===== config.mk =====
export PLATFORM = sky130hd
export DESIGN_NAME = maquina_estados_param
export DESIGN_NICKNAME = d
export VERILOG_FILES = /design/src/rtl/maquina_estados_param.sv
export SDC_FILE = /design/constraint.sdc
export NUM_CORES = 1
export LEC_CHECK = 0
export ABC_AREA = 1
export BUFFER_PORTS_ARGS = -buffer_cell sky130_fd_sc_hd__buf_2
export CAP_MARGIN = 20
export CORE_ASPECT_RATIO = 2
export CORE_UTILIZATION = 45
export CTS_CLUSTER_SIZE = 30
export DETAILED_ROUTE_END_ITERATION = 7
export PLACE_DENSITY = 0.76
export SYNTH_ARGS = -nofsm -noshare
export SYNTH_HDL_FRONTEND = slang
export SYNTH_SLANG_ARGS = --single-unit

===== constraint.sdc =====
create_clock -name clk -period 2.2 [get_ports clk]
set_input_delay 0.11 -clock clk [delete_from_list [all_inputs] [get_ports clk]]
set_output_delay 0.11 -clock clk [all_outputs]
set_load 0.01 [all_outputs]

===== src/rtl/maquina_estados_param.sv =====
// QoS interface control FSM for the PCIe TC/VC path: commits thresholds on INIT exit, debounces ACTIVE->IDLE, tracks sticky FIFO errors.
// All outputs are registered or decoded from the state register (one-cycle response); no backpressure, every input is sampled each cycle.
module maquina_estados_param #(
  parameter int NUM_FIFO  = 5,
  parameter int NUM_VC    = 2,
  parameter int VC_W      = 16,
  parameter int NUM_D     = 2,
  parameter int D_W       = 4,
  parameter int MF_W      = 4,
  parameter int IDLE_HOLD = 3
) (
  input  logic                    clk,
  input  logic                    reset,
  input  logic                    init,
  input  logic [MF_W-1:0]         umbral_mf_in,
  input  logic [NUM_VC*VC_W-1:0]  umbral_vc_in,
  input  logic [NUM_D*D_W-1:0]    umbral_d_in,
  input  logic [NUM_FIFO-1:0]     fifo_empty,
  input  logic [NUM_FIFO-1:0]     fifo_error,
  input  logic                    err_clear,
  output logic [2:0]              state_out,
  output logic                    idle_out,
  output logic                    active_out,
  output logic                    error_out,
  output logic [MF_W-1:0]         umbral_mf,
  output logic [NUM_VC*VC_W-1:0]  umbral_vc,
  output logic [NUM_D*D_W-1:0]    umbral_d,
  output logic [NUM_FIFO-1:0]     error_full
);

  localparam logic [2:0] S_RESET  = 3'd0;
  localparam logic [2:0] S_INIT   = 3'd1;
  localparam logic [2:0] S_IDLE   = 3'd2;
  localparam logic [2:0] S_ACTIVE = 3'd3;
  localparam logic [2:0] S_ERROR  = 3'd4;

  localparam int CW = $clog2(IDLE_HOLD + 1);
  localparam logic [CW-1:0] HOLD_LAST = CW'(IDLE_HOLD - 1);
  localparam logic [CW-1:0] CNT_MAX   = CW'(IDLE_HOLD);
  localparam logic [CW-1:0] CNT_ONE   = CW'(1);

  logic [2:0]               state_q, state_d;
  logic [CW-1:0]            cnt_q, cnt_d;
  logic [NUM_FIFO-1:0]      err_q, err_d;
  logic [MF_W-1:0]          mf_q, mf_d;
  logic [NUM_VC*VC_W-1:0]   vc_q, vc_d;
  logic [NUM_D*D_W-1:0]     d_q, d_d;

  logic all_empty;
  logic any_err;

  assign all_empty = &fifo_empty;
  assign any_err   = |fifo_error;

  always_comb begin
    state_d = state_q;
    cnt_d   = '0;
    err_d   = '0;
    mf_d    = mf_q;
    vc_d    = vc_q;
    d_d     = d_q;
    case (state_q)
      S_RESET: state_d = S_INIT;
      S_INIT: begin
        if (any_err) begin
          state_d = S_ERROR;
          err_d   = fifo_error;
        end else if (!init) begin
          mf_d    = umbral_mf_in;
          vc_d    = umbral_vc_in;
          d_d     = umbral_d_in;
          state_d = all_empty ? S_IDLE : S_ACTIVE;
        end
      end
      S_IDLE: begin
        if (any_err) begin
          state_d = S_ERROR;
          err_d   = fifo_error;
        end else if (init) begin
          state_d = S_INIT;
        end else if (!all_empty) begin
          state_d = S_ACTIVE;
        end
      end
      S_ACTIVE: begin
        if (any_err) begin
          state_d = S_ERROR;
          err_d   = fifo_error;
        end else if (init) begin
          state_d = S_INIT;
        end else if (all_empty) begin
          // Debounce: leave only after IDLE_HOLD consecutive all-empty cycles.
          if (cnt_q == HOLD_LAST) begin
            state_d = S_IDLE;
          end else if (cnt_q != CNT_MAX) begin
            cnt_d = cnt_q + CNT_ONE;
          end else begin
            cnt_d = cnt_q;
          end
        end
      end
      S_ERROR: begin
        if (err_clear && !any_err) begin
          state_d = S_INIT;
        end else begin
          err_d = err_q | fifo_error;
        end
      end
      default: state_d = S_RESET;
    endcase
  end

  always_ff @(posedge clk or negedge reset) begin
    if (!reset) begin
      state_q <= S_RESET;
      cnt_q   <= '0;
      err_q   <= '0;
      mf_q    <= '0;
      vc_q    <= '0;
      d_q     <= '0;
    end else begin
      state_q <= state_d;
      cnt_q   <= cnt_d;
      err_q   <= err_d;
      mf_q    <= mf_d;
      vc_q    <= vc_d;
      d_q     <= d_d;
    end
  end

  assign state_out  = state_q;
  assign idle_out   = (state_q == S_IDLE);
  assign active_out = (state_q == S_ACTIVE);
  assign error_out  = (state_q == S_ERROR);
  assign umbral_mf  = mf_q;
  assign umbral_vc  = vc_q;
  assign umbral_d   = d_q;
  assign error_full = err_q;

endmodule


==> results.txt, run 1 <==
----------------------------------------------------
[STA]
  Number of setup violations in the final report ... 0
  Post-route minimum period ... 1.47 ns
  Post-route worst hold slack ... 0.0226 ns
  Max Slew Vio Count ... 0
  Headroom to the max-slew limit ... 64.4%
  RSZ-0062 raised after global routing ... no
  Setup tns final ... 0 ns
  Final hold violations ... 0
  Final period util ... 66.8%
  Actual slew at the worst max-slew pin ... 0.534 ns
  Worst clock skew ... 0.00732 ns
  Highest clock rate ... 0.681 GHz

[Floorplanning]
  Placeable core region ... 5180 µm²
  Die Y ... 106 µm
  Horizontal die dimension ... 54.2 µm
  Count of boundary I/O pins ... 113
  Placement Rows ... 37
  Initial Utilization ... 47.3%
  Area enclosed by the die boundary ... 5760 µm²

[Final layout]
  Area growth, synth to finish ... 26.3%
  Diodes inserted ... 0
  Filler Cells Inserted ... 512
  Share of final-layout standard cells stronger than drive strength 1 ... 36.2%
  Multi-input combinational cell area ... 916 µm²
  Non-Filler Instances ... 450
  Most frequent cells in the layout ... 112 x nand2_1, 112 x buf_2, 54 x dfrtp_1
  Nets@finish ... 449
  Area used by sequential logic in the layout ... 1350 µm²
  Fraction of the core area covered by cells at the end of the flow ... 59.7%

[CTS]
  Total clock buffers created by CTS ... 5
  CTS clock-pin slew for the worst setup and hold paths ... 0.09 ns
  Buffer depth of the longest clock path ... 2
  Cell at the root of the clock tree ... clkbuf_8
  # resized after CTS ... 0
  H-tree lvl count ... 2
  Clock insertion delay at the later pin of the skew report ... 0.31 ns
  TritonCTS clock tree ... built
  Number of clock sinks ... 54

[Global route]
  Number of antenna violations at the first check in global routing ... 0
  Largest net degree at the start of global routing ... 55
  Vias in the first global route ... 2,186
  First-pass GRT wire length ... 9360 µm
  Grt total ovfl ... 0
  Total global routing track utilization ... 22.3%

[Setup path]
  Worst Setup End Kind ... output pin
  Delay of the slowest critical-path stage ... 0.44 ns
  Worst EP required ... 2.09 ns
  Crit-path cells ... nor2_1 > nand2_1 > inv_1 > buf_2
  Class of the most critical setup path ... reg -> out
  Highest-delay cell along the critical path ... dfrtp_1
  CP bufs+invs ... 2
  Maximum net fanout on the critical path ... 6
  Critical Path AT ... 1.36 ns
  Top Family by Delay on Critical Path ... flip-flops
  Kind of start point of the critical path ... flip-flop

[Synth]
  Post-synthesis average cell area ... 8.75 µm²
  Sequential share of the synthesized area ... 55.1%
  Count of different cell masters after synthesis ... 19
  Synthesis warning total ... 0
  Top area cells in the synthesized netlist ... dfrtp_1 55%, nand2_1 17%, nand3_1 9.4%, nand3_2 4.5%, buf_6 3.7%
  Synth top area share ... 55.1%
  Synthesized Nets ... 338
  Mapped Cells ... 280
  Post-synthesis register bit count ... 54
  Biggest area consumer among synthesized cells ... dfrtp_1
  Synthesized cell area ... 2450 µm²

[Run]
  Max-capacitance violation count ... 0

[Placed design]
  Input/output buffers ... 112
  DP Cell Count ... 441
  HPWL after detailed placement ... 4290 µm
  Global placement routability congestion ... 0.879

[Drt]
  Post-route met1 wirelength ... 2170 µm
  Post-detailed-route via-to-cell ratio ... 5.12
  Number of design rule violations left after detail routing ... 0
  Routed length on met2 ... 3270 µm
  DRT iter0 DRCs ... 79
  First-pass DRT Iterations ... 4
  Via total after detailed routing ... 2,305
  Top Metal Used ... met4
  Met3 WL post-DR ... 332 µm
  Mean routed wirelength per cell ... 13.2 µm
  Wire length reported by the detailed router ... 5960 µm
  DRT antenna net count ... 0

[Power]
  PD cells ... 910 nW/µm²
  Leakage power figure ... 1.88 nW
  Max rail drop VDD ... 679 µV
  Total power of the final layout ... 0.00282 W

[Hold path]
  Class of the tightest hold or removal check ... in -> reg

[Status]
  Result of the run ... completed

----------------------------------------------------
-- registers in the layout (all words and copies together), names as in the netlist --
name,flops
cnt_q,2
error_full,5
state_out,3
umbral_d,8
umbral_mf,4
umbral_vc,32
-- per-layer routing --
layer  vias to the layer above  GRT usage, %
met5                         -             0
met1                      1081          21.8
li1                       1113             -
met4                         0          12.5
met3                        18          5.01
met2                        93          39.8
-- stage by stage --
step | cell area, µm² | setup slack (ns)
final | 3100 | 0.731
after global placement | 3000 | 0.817
after CTS | 3100 | 0.724
after detailed placement | 3000 | 0.773
after floorplan | 2450 | 0.921
after global routing | 3100 | 0.598
-- final cells by class --
type                       instances  area share, %
clock buffer                       6           2.34
clock inverter                     2          0.445
inverter                          13           1.58
multi-input combinational        199           29.6
sequential                        54           43.7
tap                               58           2.34
timing repair buffer             118           20.0
-- worst reg2reg max path, stage by stage, from the launching register on --
cell and delay, ns:
dfrtp_1 0.44, inv_2 0.06, nor2_1 0.08, nand2_1 0.10, nor2_4 0.14, buf_4 0.35
nand3_1 0.13, nand2_1 0.10
-- synth_stat cells --
| library cell | instances |
|---|---|
| a21oi_1 | 1 |
| buf_12 | 1 |
| buf_2 | 5 |
| buf_6 | 8 |
| dfrtp_1 | 54 |
| inv_1 | 12 |
| inv_2 | 1 |
| nand2_1 | 112 |
| nand2_2 | 2 |
| nand3_1 | 46 |
| nand3_2 | 11 |
| nand3b_1 | 1 |
| nand4_1 | 1 |
| nor2_1 | 10 |
| nor2_2 | 3 |
| nor2_4 | 1 |
| nor3_1 | 2 |
| nor4_1 | 1 |
| o21ai_0 | 8 |
-- power by group --
| group | leakage [nW] | total (W) | switching [W] | internal [W] |
|---|---|---|---|---|
| clock network | 0.0452 | 0.000544 | 0.000319 | 0.000225 |
| logic | 1.10 | 0.000882 | 0.000525 | 0.000357 |
| registers | 0.728 | 0.00139 | 0.000146 | 0.00125 |
| total | 1.88 | 0.00282 | 0.000990 | 0.00183 |
-- final timing paths --
| path | depth (start not counted) | slack, ns | endpoint | startpoint |
|---|---|---|---|---|
| max in group asynchronous | 3 | 1.62 | umbral_d[2] | reset |
| hold / removal | 3 | 0.02 | umbral_vc[28] | umbral_vc_in[28] |
| setup / recovery | 4 | 0.73 | error_out | state_out[1] |
| min in group asynchronous | 3 | 0.30 | umbral_vc[22] | reset |
| hold reg to reg | 2 | 0.47 | umbral_vc[3] | umbral_vc[3] |
| setup reg to reg | 7 | 0.75 | umbral_mf[2] | state_out[0] |
-- timing repair --
action / 4_1_cts / 5_1_grt
endpoints found under the setup margin: 0 / 0
hold buffers: 1 / 0
hold endpoints to repair: 54 / 0
buffers inserted: 0 / 0
-- kinds of logic (layout without fill, tap and decap cells) --
| logic type | count (synthesis) | after routing | share of synthesized area [%] |
|---|---|---|---|
| AOI/OAI and AO/OA | 9 | 9 | 1.84 |
| buffers and inverters | 27 | 139 | 7.50 |
| DFF | 54 | 54 | 55.1 |
| and+or+nand+nor | 190 | 190 | 35.5 |
Power figures use the tool's default switching activity.
==> inputs of run 2 (changes only) <==
==> constraint.sdc (replaced) <==
create_clock -name clk -period 1.43 [get_ports clk]
set_input_delay 0.0715 -clock clk [delete_from_list [all_inputs] [get_ports clk]]
set_output_delay 0.0715 -clock clk [all_outputs]
set_load 0.01 [all_outputs]
==> results.txt, run 2 (same netlist as run 1, synthesis figures left out) <==
----------------------------------------------------
[STA]
  RSZ-0062 raised after global routing ... yes (was no)
  Worst clock skew ... 0.00356 ns (was 0.00732 ns)
  Final hold violations ... 0 (unchanged)
  Max Slew Vio Count ... 0 (unchanged)
  Number of setup violations in the final report ... 0 (unchanged)
  Actual slew at the worst max-slew pin ... 0.420 ns (was 0.534 ns)
  Headroom to the max-slew limit ... 72.0% (was 64.4%)
  Highest clock rate ... 0.730 GHz
  Setup tns final ... 0 ns (unchanged)
  Post-route minimum period ... 1.37 ns
  Final period util ... 95.8%

[Setup path]
  Critical Path AT ... 1.30 ns (was 1.36 ns)
  CP bufs+invs ... 3 (was 2)
  Kind of start point of the critical path ... flip-flop (unchanged)
  Top Family by Delay on Critical Path ... flip-flops (unchanged)
  Maximum net fanout on the critical path ... 5 (was 6)
  Crit-path cells ... buf_4 > nand3_1 > inv_1 > buf_2 (was nor2_1 > nand2_1 > inv_1 > buf_2)
  Delay of the slowest critical-path stage ... 0.46 ns (was 0.44 ns)
  Worst Setup End Kind ... output pin (unchanged)
  Class of the most critical setup path ... reg -> out (unchanged)
  Worst EP required ... 1.36 ns (was 2.09 ns)
  Highest-delay cell along the critical path ... dfrtp_2 (was dfrtp_1)

[Drt]
  Post-detailed-route via-to-cell ratio ... 5.00 (was 5.12)
  Wire length reported by the detailed router ... 7350 µm (was 5960 µm)
  DRT antenna net count ... 0 (unchanged)
  First-pass DRT Iterations ... 4 (unchanged)
  Via total after detailed routing ... 2,511 (was 2,305)
  DRT iter0 DRCs ... 79 (unchanged)
  Number of design rule violations left after detail routing ... 0 (unchanged)
  Mean routed wirelength per cell ... 14.6 µm (was 13.2 µm)

[Global route]
  Total global routing track utilization ... 25.4% (was 22.3%)
  Number of antenna violations at the first check in global routing ... 0 (unchanged)
  First-pass GRT wire length ... 10,600 µm (was 9360 µm)
  Vias in the first global route ... 2,447 (was 2,186)
  Largest net degree at the start of global routing ... 45 (was 55)
  Grt total ovfl ... 0 (unchanged)

[Status]
  Result of the run ... completed (unchanged)

[Final layout]
  Nets@finish ... 501 (was 449)
  Fraction of the core area covered by cells at the end of the flow ... 72.0% (was 59.7%)
  Share of final-layout standard cells stronger than drive strength 1 ... 35.8% (was 36.2%)
  Number of flip-flops under the largest register name ... 32 (unchanged)
  Multi-input combinational cell area ... 941 µm² (was 916 µm²)
  Filler Cells Inserted ... 408 (was 512)
  Most frequent cells in the layout ... 111 x nand2_1, 111 x buf_2, 53 x dfrtp_1 (was 112 x nand2_1, 112 x buf_2, 54 x dfrtp_1)
  Area used by sequential logic in the layout ... 1350 µm² (about the same)
  Non-Filler Instances ... 502 (was 450)
  Diodes inserted ... 0 (unchanged)
  Total non-filler cell area in the finished layout ... 3730 µm² (was 3100 µm²)
  Area growth, synth to finish ... 52.3% (was 26.3%)

[Power]
  PD cells ... 1270 nW/µm² (was 910 nW/µm²)
  Leakage power figure ... 2.17 nW (was 1.88 nW)
  Total power of the final layout ... 0.00474 W (was 0.00282 W)
  Max rail drop VDD ... 1090 µV (was 679 µV)

[CTS]
  Total clock buffers created by CTS ... 5 (unchanged)
  Clock insertion delay at the later pin of the skew report ... 0.31 ns (about the same)
  CTS clock-pin slew for the worst setup and hold paths ... 0.10 ns (was 0.09 ns)
  Number of clock sinks ... 54 (unchanged)
  H-tree lvl count ... 2 (unchanged)
  Buffer depth of the longest clock path ... 2 (unchanged)
  TritonCTS clock tree ... built (unchanged)
  Cell at the root of the clock tree ... clkbuf_8 (unchanged)

[Placed design]
  Instance area at placement ... 3040 µm² (was 3000 µm²)
  DP Cell Count ... 445 (was 441)
  Input/output buffers ... 112 (unchanged)
  HPWL after detailed placement ... 4450 µm (was 4290 µm)
  Global placement routability congestion ... 0.877 (was 0.879)

[Floorplanning]
  Count of boundary I/O pins ... 113 (unchanged)
  Horizontal die dimension ... 54.2 µm (unchanged)
  Initial Utilization ... 47.3% (unchanged)
  Die Y ... 106 µm (unchanged)
  Placeable core region ... 5180 µm² (unchanged)
  Area enclosed by the die boundary ... 5760 µm² (unchanged)
  Placement Rows ... 37 (unchanged)

[Hold path]
  Class of the tightest hold or removal check ... in -> reg (unchanged)

[Run]
  Max-capacitance violation count ... 0 (unchanged)

----------------------------------------------------
[run 2: worst reg2reg max path, cell delays in order, from the launching register on]
cell and delay, ns:
dfrtp_2 0.46, nor2_2 0.12, nand2_2 0.08, nor2_4 0.16
nand2_4 0.13, clkbuf_16 0.19, nand2_1 0.07, nand2_1 0.05
[run 2: timing repair]
| item | CTS | global route |
|---|---|---|
| endpoints found under the setup margin | 0 | 48 |
| buffers inserted | 0 | 5 |
| hold endpoints to repair | 57 | 0 |
| resized for setup | 0 | 10 |
| hold buffers | 41 | 0 |
[run 2: layout make-up]
type	count	area share [%]
clock buffer	5	1.84
clock inverter	3	1.17
inverter	13	1.31
multi-input combinational	199	25.2
sequential	54	36.2
tap	58	1.94
timing repair buffer	170	32.3
[run 2: worst paths after layout]
check	end	depth (start not counted)	slack, ns	start
worst max-delay path	active_out	4	0.06	state_out[1]
worst max register to register	umbral_vc[29]	7	0.06	state_out[1]
worst min-delay path	umbral_d[1]	3	0.003	umbral_d_in[1]
worst min register to register	umbral_d[5]	2	0.47	umbral_d[5]
min in group asynchronous	umbral_vc[22]	2	0.21	reset
max in group asynchronous	state_out[1]	3	0.58	reset
[run 2: per-layer routing]
metal	up-vias	part of all wire, %	GRT usage [%]
met4	0	3.4	13.0
li1	1225	-	-
met5	-	0	0
met1	1171	35	25.4
met3	20	4.6	4.58
met2	95	57	45.9
[run 2: metrics by stage]
step | setup WS, ns | hold WS, ns
after floorplan | 0.151 | -0.224
after global placement | 0.132 | 0.0193
after detailed placement | 0.0651 | 0.0253
after CTS | 0.0354 | 0.000296
after global routing | -0.0578 | 0.00823
final | 0.0597 | 0.00299
[run 2: report_power, final]
part,switching [W],internal (W)
clock network,0.000510,0.000525
logic,0.000879,0.000678
registers,0.000228,0.00192
